--- config.mk ---
export PLATFORM = sky130hd
export DESIGN_NAME = hazard_unit
export DESIGN_NICKNAME = d
export VERILOG_FILES = /design/src/rtl/hazard_unit.sv
export SDC_FILE = /design/constraint.sdc
export NUM_CORES = 1
export LEC_CHECK = 0
export ABC_CLOCK_PERIOD_IN_PS = 2500
export BUFFER_PORTS_ARGS = -buffer_cell sky130_fd_sc_hd__buf_2
export CORE_ASPECT_RATIO = 0.5
export CORE_UTILIZATION = 39
export CTS_CLUSTER_DIAMETER = 80
export CTS_CLUSTER_SIZE = 40
export DETAILED_ROUTE_END_ITERATION = 8
export PLACE_DENSITY = 0.67
export SLEW_MARGIN = 10
export SYNTH_ARGS = -nofsm -noshare
export SYNTH_HDL_FRONTEND = slang
export SYNTH_SLANG_ARGS = --single-unit
--- constraint.sdc ---
create_clock -name clock -period 2.5 [get_ports clock]
set_clock_uncertainty 0.1 [all_clocks]
set_input_delay 0.375 -clock clock [delete_from_list [all_inputs] [get_ports clock]]
set_output_delay 0.375 -clock clock [all_outputs]
set_load 0.01 [all_outputs]
--- src/rtl/hazard_unit.sv ---
// Pipeline hazard unit: load-use / HI-LO interlocks, branch flush and a
// multi-cycle multiply/divide occupancy tracker with a stall-cycle counter.
//
// state | meaning
// RUN   | no multiply/divide in flight
// MDU   | multiply/divide unit busy, cnt counts remaining busy cycles down to 0
module hazard_unit (
  input  logic        clock,
  input  logic        reset_n,
  input  logic [4:0]  rs_f2,
  input  logic [4:0]  rt_f2,
  input  logic        usa_rt_f2,
  input  logic        hilo_rd_f2,
  input  logic        memread_f3,
  input  logic [4:0]  escrita_f3,
  input  logic [1:0]  mdu_op_f3,
  input  logic        branch_f3,
  output logic        pc_write,
  output logic        ifid_write,
  output logic        idex_write,
  output logic        idex_bubble,
  output logic        flush_f2,
  output logic        mdu_busy,
  output logic [15:0] stall_cnt
);

  typedef enum logic {RUN = 1'b0, MDU = 1'b1} state_t;

  state_t     state, state_nxt;
  logic [4:0] cnt, cnt_nxt;
  logic       mdu_start;
  logic [4:0] mdu_reload;
  logic       lu, hl, sh;

  // Only 01 (mult) and 10 (div) occupy the unit; 11 is treated as no-op.
  assign mdu_start  = (mdu_op_f3 == 2'b01) || (mdu_op_f3 == 2'b10);
  assign mdu_reload = (mdu_op_f3 == 2'b10) ? 5'd31 : 5'd3;

  assign lu = memread_f3 && (escrita_f3 != 5'd0) &&
              ((escrita_f3 == rs_f2) || (usa_rt_f2 && (escrita_f3 == rt_f2)));
  assign hl = hilo_rd_f2 && (state == MDU);
  assign sh = (state == MDU) && (cnt != 5'd0) && mdu_start;

  always_ff @(posedge clock or negedge reset_n) begin
    if (!reset_n) begin
      state     <= RUN;
      cnt       <= 5'd0;
      stall_cnt <= 16'd0;
    end else begin
      state <= state_nxt;
      cnt   <= cnt_nxt;
      if (!pc_write && (stall_cnt != 16'hFFFF))
        stall_cnt <= stall_cnt + 16'd1;
    end
  end

  always_comb begin
    state_nxt   = state;
    cnt_nxt     = cnt;
    pc_write    = 1'b1;
    ifid_write  = 1'b1;
    idex_write  = 1'b1;
    idex_bubble = 1'b0;
    flush_f2    = 1'b0;
    mdu_busy    = 1'b0;

    case (state)
      RUN: begin
        if (mdu_start) begin
          state_nxt = MDU;
          cnt_nxt   = mdu_reload;
        end
      end
      MDU: begin
        // A new op reaching EX on the final busy cycle chains with no gap.
        if (cnt != 5'd0)
          cnt_nxt = cnt - 5'd1;
        else if (mdu_start)
          cnt_nxt = mdu_reload;
        else
          state_nxt = RUN;
      end
      default: begin
        state_nxt = RUN;
        cnt_nxt   = 5'd0;
      end
    endcase

    if (reset_n) begin
      mdu_busy = (state == MDU);
      if (sh) begin
        pc_write   = 1'b0;
        ifid_write = 1'b0;
        idex_write = 1'b0;
      end else if (branch_f3) begin
        flush_f2    = 1'b1;
        idex_bubble = 1'b1;
      end else if (lu || hl) begin
        pc_write    = 1'b0;
        ifid_write  = 1'b0;
        idex_bubble = 1'b1;
      end
    end
  end

endmodule
After elaboration in Yosys (flattened, before gate mapping). Cells that the tools add are included.

Bits in writable memories: 0. Bits in latches: 0. Memories kept: 0. Bits in read-only memories: 0. Bits in registers: 22. Input port bits: 23.

Shift-type cells: 0. Add/sub/neg operators: 2. Equality and inequality tests: 5. Order comparisons: 0. Muxes and demuxes: 21. Multipliers: 0. Div/mod/pow operators: 0. Reduce and logical (&&, ||, !) cells: 13. Bitwise gates (word level): 1.

Operators with widths (count): adder 16 x 1 -> 16 bit (second input constant) (1); two-way mux 1 bit (16); inequality test 16 bit (second input constant) (1); two-way mux 5 bit (3); equality test 5 bit (2); case mux 5 bit (2 select lines) (1); nonzero test 5 bit (2); logical AND 1 bit (7); subtractor 5 x 1 -> 5 bit (second input constant) (1); logical OR 1 bit (3); equality test 2 x 1 -> 1 bit (second input constant) (1); equality test 2 bit (second input constant) (1); case mux 1 bit (2 select lines) (1); logical NOT 1 bit (1); inverter 1 bit (1).

Longest topological paths before layout.
Word-level depth: 11. Gate-level depth with buffers: 8.

Worst setup path before layout. No wires, ideal clock.

Kind: register -> output. From: register cnt[0]. To: output pc_write. Stages on the path, launching flop included: 7. Slack: 0.205 ns. Data arrival time: 1.820 ns. Cells stage by stage: dfrtp_1 -> inv_1 -> ha_1 -> or4b_4 -> nand4b_2 -> a21boi_0 -> buf_4.

Word-level cells in the longest chain between the ends: 5.

RTL lines: start: declaration (line 30) `logic [4:0] cnt, cnt_nxt;`; start signal: assignment (line 51) `cnt <= cnt_nxt;`; nonzero test 5 bit (line 42) `assign sh = (state == MDU) && (cnt != 5'd0) && mdu_start;`; logical AND 1 bit (2 in a row) (line 42); two-way mux 1 bit (2 in a row); end: declaration (line 18) `output logic pc_write,`.

No other way between the ends.

Final worst setup path.
From: register cnt[0]. To: output idex_bubble.

Word-level cells in the longest chain between the ends: 5.

RTL lines: nonzero test 5 bit (line 42); logical AND 1 bit (2 in a row) (line 42); two-way mux 1 bit (line 91) `if (sh) begin`; two-way mux 1 bit (line 89) `if (reset_n) begin`; end: declaration (line 21) `output logic idex_bubble,`.

No other way between the ends.

==> flow_summary.html <==
<table>
<tr><th>Metric</th><th>Value</th></tr>
<tr><th colspan="2">Placement</th></tr>
<tr><td>Port bufs</td><td>44</td></tr>
<tr><td>Routability-driven placement congestion ratio</td><td>0.787</td></tr>
<tr><td>Detailed placement HPWL</td><td>2.30 mm</td></tr>
<tr><th colspan="2">Pwr</th></tr>
<tr><td>Net Sw Frac</td><td>32.7%</td></tr>
<tr><td>Part of the power in combinational logic</td><td>31.7%</td></tr>
<tr><td>Pwr per Cell Area</td><td>746 nW/um2</td></tr>
<tr><td>Worst IR Drop VDD</td><td>310 uV</td></tr>
<tr><td>P_sw</td><td>422 uW</td></tr>
<tr><td>Internal power of the cells</td><td>868 uW</td></tr>
<tr><td>Power share of the clock group</td><td>25.9%</td></tr>
<tr><td>Total leakage power</td><td>0.847 nW</td></tr>
<tr><td>Power share of the sequential group</td><td>42.4%</td></tr>
<tr><th colspan="2">Worst setup path</th></tr>
<tr><td>Crit. End Element</td><td>output port</td></tr>
<tr><td>Required time worst endpoint</td><td>2.03 ns</td></tr>
<tr><td>CP startpoint kind</td><td>flip-flop</td></tr>
<tr><td>Type of the setup path with the least slack</td><td>flip-flop to output port</td></tr>
<tr><td>Data arrival time at the worst-slack endpoint</td><td>1.92 ns</td></tr>
<tr><td>Crit Path Max Fanout</td><td>7</td></tr>
<tr><th colspan="2">STA</th></tr>
<tr><td>Highest clock rate</td><td>418 MHz</td></tr>
<tr><td>Hold Worst Slack</td><td>0.405 ns</td></tr>
<tr><td>Relative slew margins</td><td>70.4%</td></tr>
<tr><td>Number of endpoints with negative hold slack in the final report</td><td>0</td></tr>
<tr><td>Endpoints failing setup</td><td>0</td></tr>
<tr><td>Pins over their slew limit</td><td>0</td></tr>
<tr><td>Setup TNS</td><td>0 ns</td></tr>
<tr><td>Transition time at the pin with the least slew margin</td><td>0.442 ns</td></tr>
<tr><td>Final period util</td><td>95.7%</td></tr>
<tr><td>Post-route minimum period</td><td>2.39 ns</td></tr>
<tr><td>RSZ-0062 raised after global routing</td><td>false</td></tr>
<tr><th colspan="2">Run status</th></tr>
<tr><td>Result of the run</td><td>complete, no violations</td></tr>
<tr><th colspan="2">Cells and area</th></tr>
<tr><td>Ant diodes</td><td>0</td></tr>
<tr><td>Fill cell count</td><td>293</td></tr>
<tr><td>Number of nets in the layout</td><td>214</td></tr>
<tr><td>Layout cell share with drive strength beyond 1</td><td>36.0%</td></tr>
<tr><td>Final core utilization</td><td>54.8%</td></tr>
<tr><td>Area delta synth-&gt;final</td><td>27.6%</td></tr>
<tr><th colspan="2">Job</th></tr>
<tr><td>Max_cap viols</td><td>0</td></tr>
<tr><th colspan="2">Synth</th></tr>
<tr><td>Async set-reset flop share out of synthesis</td><td>100%</td></tr>
<tr><td>Most used flip-flop cell after synthesis</td><td>sky130_fd_sc_hd__dfrtp_1</td></tr>
<tr><td>Post-synthesis cell type count</td><td>40</td></tr>
<tr><td>Sequential fraction of the synthesis area</td><td>40.6%</td></tr>
<tr><td>Average cell area after synthesis</td><td>9.96 um2</td></tr>
<tr><td>Yosys warning total</td><td>0</td></tr>
<tr><td>Post-synthesis net count</td><td>163</td></tr>
<tr><td>Synthesized cell area</td><td>1360 um2</td></tr>
<tr><td>Synth Instances</td><td>136</td></tr>
<tr><td>Post-synth EDFFs</td><td>0</td></tr>
<tr><td>Flip-flop and latch count after synthesis</td><td>22</td></tr>
<tr><th colspan="2">Die</th></tr>
<tr><td>Standard-cell rows</td><td>14</td></tr>
<tr><td>Die span in x</td><td>85.4 um</td></tr>
<tr><td>Placeable core region</td><td>3150 um2</td></tr>
<tr><td>Initial Util</td><td>43.0%</td></tr>
<tr><td>Overall die height</td><td>43.7 um</td></tr>
<tr><td>Die area</td><td>3730 um2</td></tr>
<tr><td>Ports</td><td>45</td></tr>
<tr><th colspan="2">Route</th></tr>
<tr><td>Average routed wire per standard cell</td><td>13.1 um</td></tr>
<tr><td>Final Routed Wirelength</td><td>2.96 mm</td></tr>
<tr><td>Total number of vias</td><td>1,182</td></tr>
<tr><td>Post-DR vias/cell</td><td>5.23</td></tr>
<tr><td>DRC Markers</td><td>0</td></tr>
<tr><td>Total iterations of the first detailed-routing run</td><td>4</td></tr>
<tr><td>DRC marker count from the first detailed-route iteration</td><td>42</td></tr>
<tr><td>Number of nets with antenna violations after routing</td><td>0</td></tr>
<tr><th colspan="2">CTS</th></tr>
<tr><td>Clock tree from TritonCTS</td><td>done</td></tr>
<tr><td>Number of CTS-inserted buffers</td><td>3</td></tr>
<tr><td>Clock slew seen by the registers of the worst setup and hold paths</td><td>0.09 ns</td></tr>
<tr><td>Root Driver</td><td>sky130_fd_sc_hd__clkbuf_8</td></tr>
<tr><td>Sinks on the clock net</td><td>22</td></tr>
<tr><td># H-tree levels</td><td>1</td></tr>
<tr><td>Count of buffers added by post-CTS timing repair for setup</td><td>0</td></tr>
<tr><td>Worst-skew pair later-pin latency</td><td>0.26 ns</td></tr>
<tr><td>Number of buffers between clock root and the deepest sink</td><td>2</td></tr>
<tr><th colspan="2">Global route</th></tr>
<tr><td>Maximum number of pins on one net before global-route repair</td><td>17</td></tr>
<tr><td>First-pass GRT wire length</td><td>5.14 mm</td></tr>
<tr><td>Overflow after GRT</td><td>0</td></tr>
<tr><td>Antenna violations before repair</td><td>0</td></tr>
<tr><td>Global routing usage summed across all routing layers</td><td>17.7%</td></tr>
<tr><td>Vias in the first global route</td><td>1,174</td></tr>
<tr><th colspan="2">Worst hold path</th></tr>
<tr><td>Hold Crit Class</td><td>flip-flop to flip-flop</td></tr>
</table>
## timing repair
| item | 4_1_cts | 5_1_grt |
|---|---|---|
| hold buffers | 1 | 0 |
| endpoints found under the hold margin | 6 | 0 |
| setup endpoints to repair | 0 | 3 |
| resized for setup | 0 | 4 |
## area by class of cell
type                    count  area (um2)  share of cell area, %
well taps                  40        50.0                   2.89
clock buffers               3        41.3                   2.39
clock inverters             1        30.0                   1.74
multi-input cells         108         790                   45.7
flip-flops and latches     22         551                   31.8
inverters                   4        15.0                  0.868
repair buffers             48         253                   14.6
## power by group through the flow
| stage | logic, mW | clock network, mW | registers [mW] |
|---|---|---|---|
| after floorplan | 0.261 | 0 | 0.554 |
| after global placement | 0.393 | 0 | 0.551 |
| after detailed placement | 0.407 | 0 | 0.554 |
| after CTS | 0.410 | 0.343 | 0.546 |
| after global routing | 0.463 | 0.362 | 0.565 |
| final | 0.409 | 0.333 | 0.547 |
## final timing paths
check                      cells after the start                      start                   endpoint  slack, ns
setup / recovery                               6           cnt[0]$_DFF_PN0_                idex_bubble       0.11
hold / removal                                 1  stall_cnt[15]$_DFFE_PN0P_  stall_cnt[15]$_DFFE_PN0P_       0.41
setup reg to reg                               8           cnt[0]$_DFF_PN0_   stall_cnt[6]$_DFFE_PN0P_       0.33
hold reg to reg                                1  stall_cnt[15]$_DFFE_PN0P_  stall_cnt[15]$_DFFE_PN0P_       0.41
max in group asynchronous                      3                    reset_n   stall_cnt[4]$_DFFE_PN0P_       1.56
min in group asynchronous                      3                    reset_n            state$_DFF_PN0_       0.53
## per-layer routing
metal  track usage, %  wire length, um  up-vias  share of wire, %
met5                0                0        -                 0
met4             3.00               21        0              0.71
met3             4.19               84        2               2.8
met2             30.8             1400       15                47
met1             23.3             1450      570                49
li1                 -                -      595                 -
## logic make-up (layout without fill, tap and decap cells)
family | after synthesis | after routing | synth area share [%]
fa+ha+maj | 4 | 4 | 3.69
simple gates | 54 | 54 | 21.9
xor+xnor | 24 | 24 | 15.5
buf+inv | 6 | 56 | 2.22
mux | 1 | 1 | 0.831
flops | 22 | 22 | 40.6
compound gates | 25 | 25 | 15.2
## cell usage after synthesis (4+ instances only)
library cell              count  area, um2
sky130_fd_sc_hd__a21oi_1      4       20.0
sky130_fd_sc_hd__nand2_1     12       45.0
sky130_fd_sc_hd__nand4_1      6       37.5
sky130_fd_sc_hd__xnor2_1     17        149
sky130_fd_sc_hd__inv_1        4       15.0
sky130_fd_sc_hd__nor2_1      11       41.3
sky130_fd_sc_hd__dfrtp_1     22        551
sky130_fd_sc_hd__nor3_1       4       20.0
sky130_fd_sc_hd__xor2_1       7       61.3
sky130_fd_sc_hd__nand3_1      8       40.0
sky130_fd_sc_hd__ha_1         4       50.1
## stage by stage
step,instance area [um2],setup WS [ns],std cells,power (mW)
3_3_place_gp,1630,0.227,221,0.944
3_5_place_dp,1630,0.221,221,0.961
5_1_grt,1730,0.0132,226,1.39
4_1_cts,1710,0.0161,226,1.30
6_report,1730,0.108,226,1.29
2_1_floorplan,1360,0.205,136,0.815
## worst max-delay path: stages (launching register included)
cell and delay (ns):
sky130_fd_sc_hd__dfrtp_1 0.41, sky130_fd_sc_hd__inv_1 0.10, sky130_fd_sc_hd__ha_1 0.15, sky130_fd_sc_hd__or4b_4 0.51
sky130_fd_sc_hd__nand2_2 0.17, sky130_fd_sc_hd__o221a_2 0.20, sky130_fd_sc_hd__buf_2 0.12
## cell usage in the layout (no fill, tap or decap), drive strengths merged, types with 2 or more instances in the layout
cell type / n
a211oi: 2
a21o: 2
a21oi: 6
a311oi: 3
a31oi: 2
and3: 2
buf: 47
clkbuf: 3
dfrtp: 22
ha: 4
inv: 4
nand2: 12
nand3: 8
nand4: 6
nor2: 11
nor3: 4
nor4: 2
o21a: 2
or4: 2
xnor2: 17
xor2: 7
## sequential cells by signal (all words and copies together), names as in the netlist
signal     cells
state          1
cnt            5
stall_cnt     16
(Power assumes the default switching activity.)
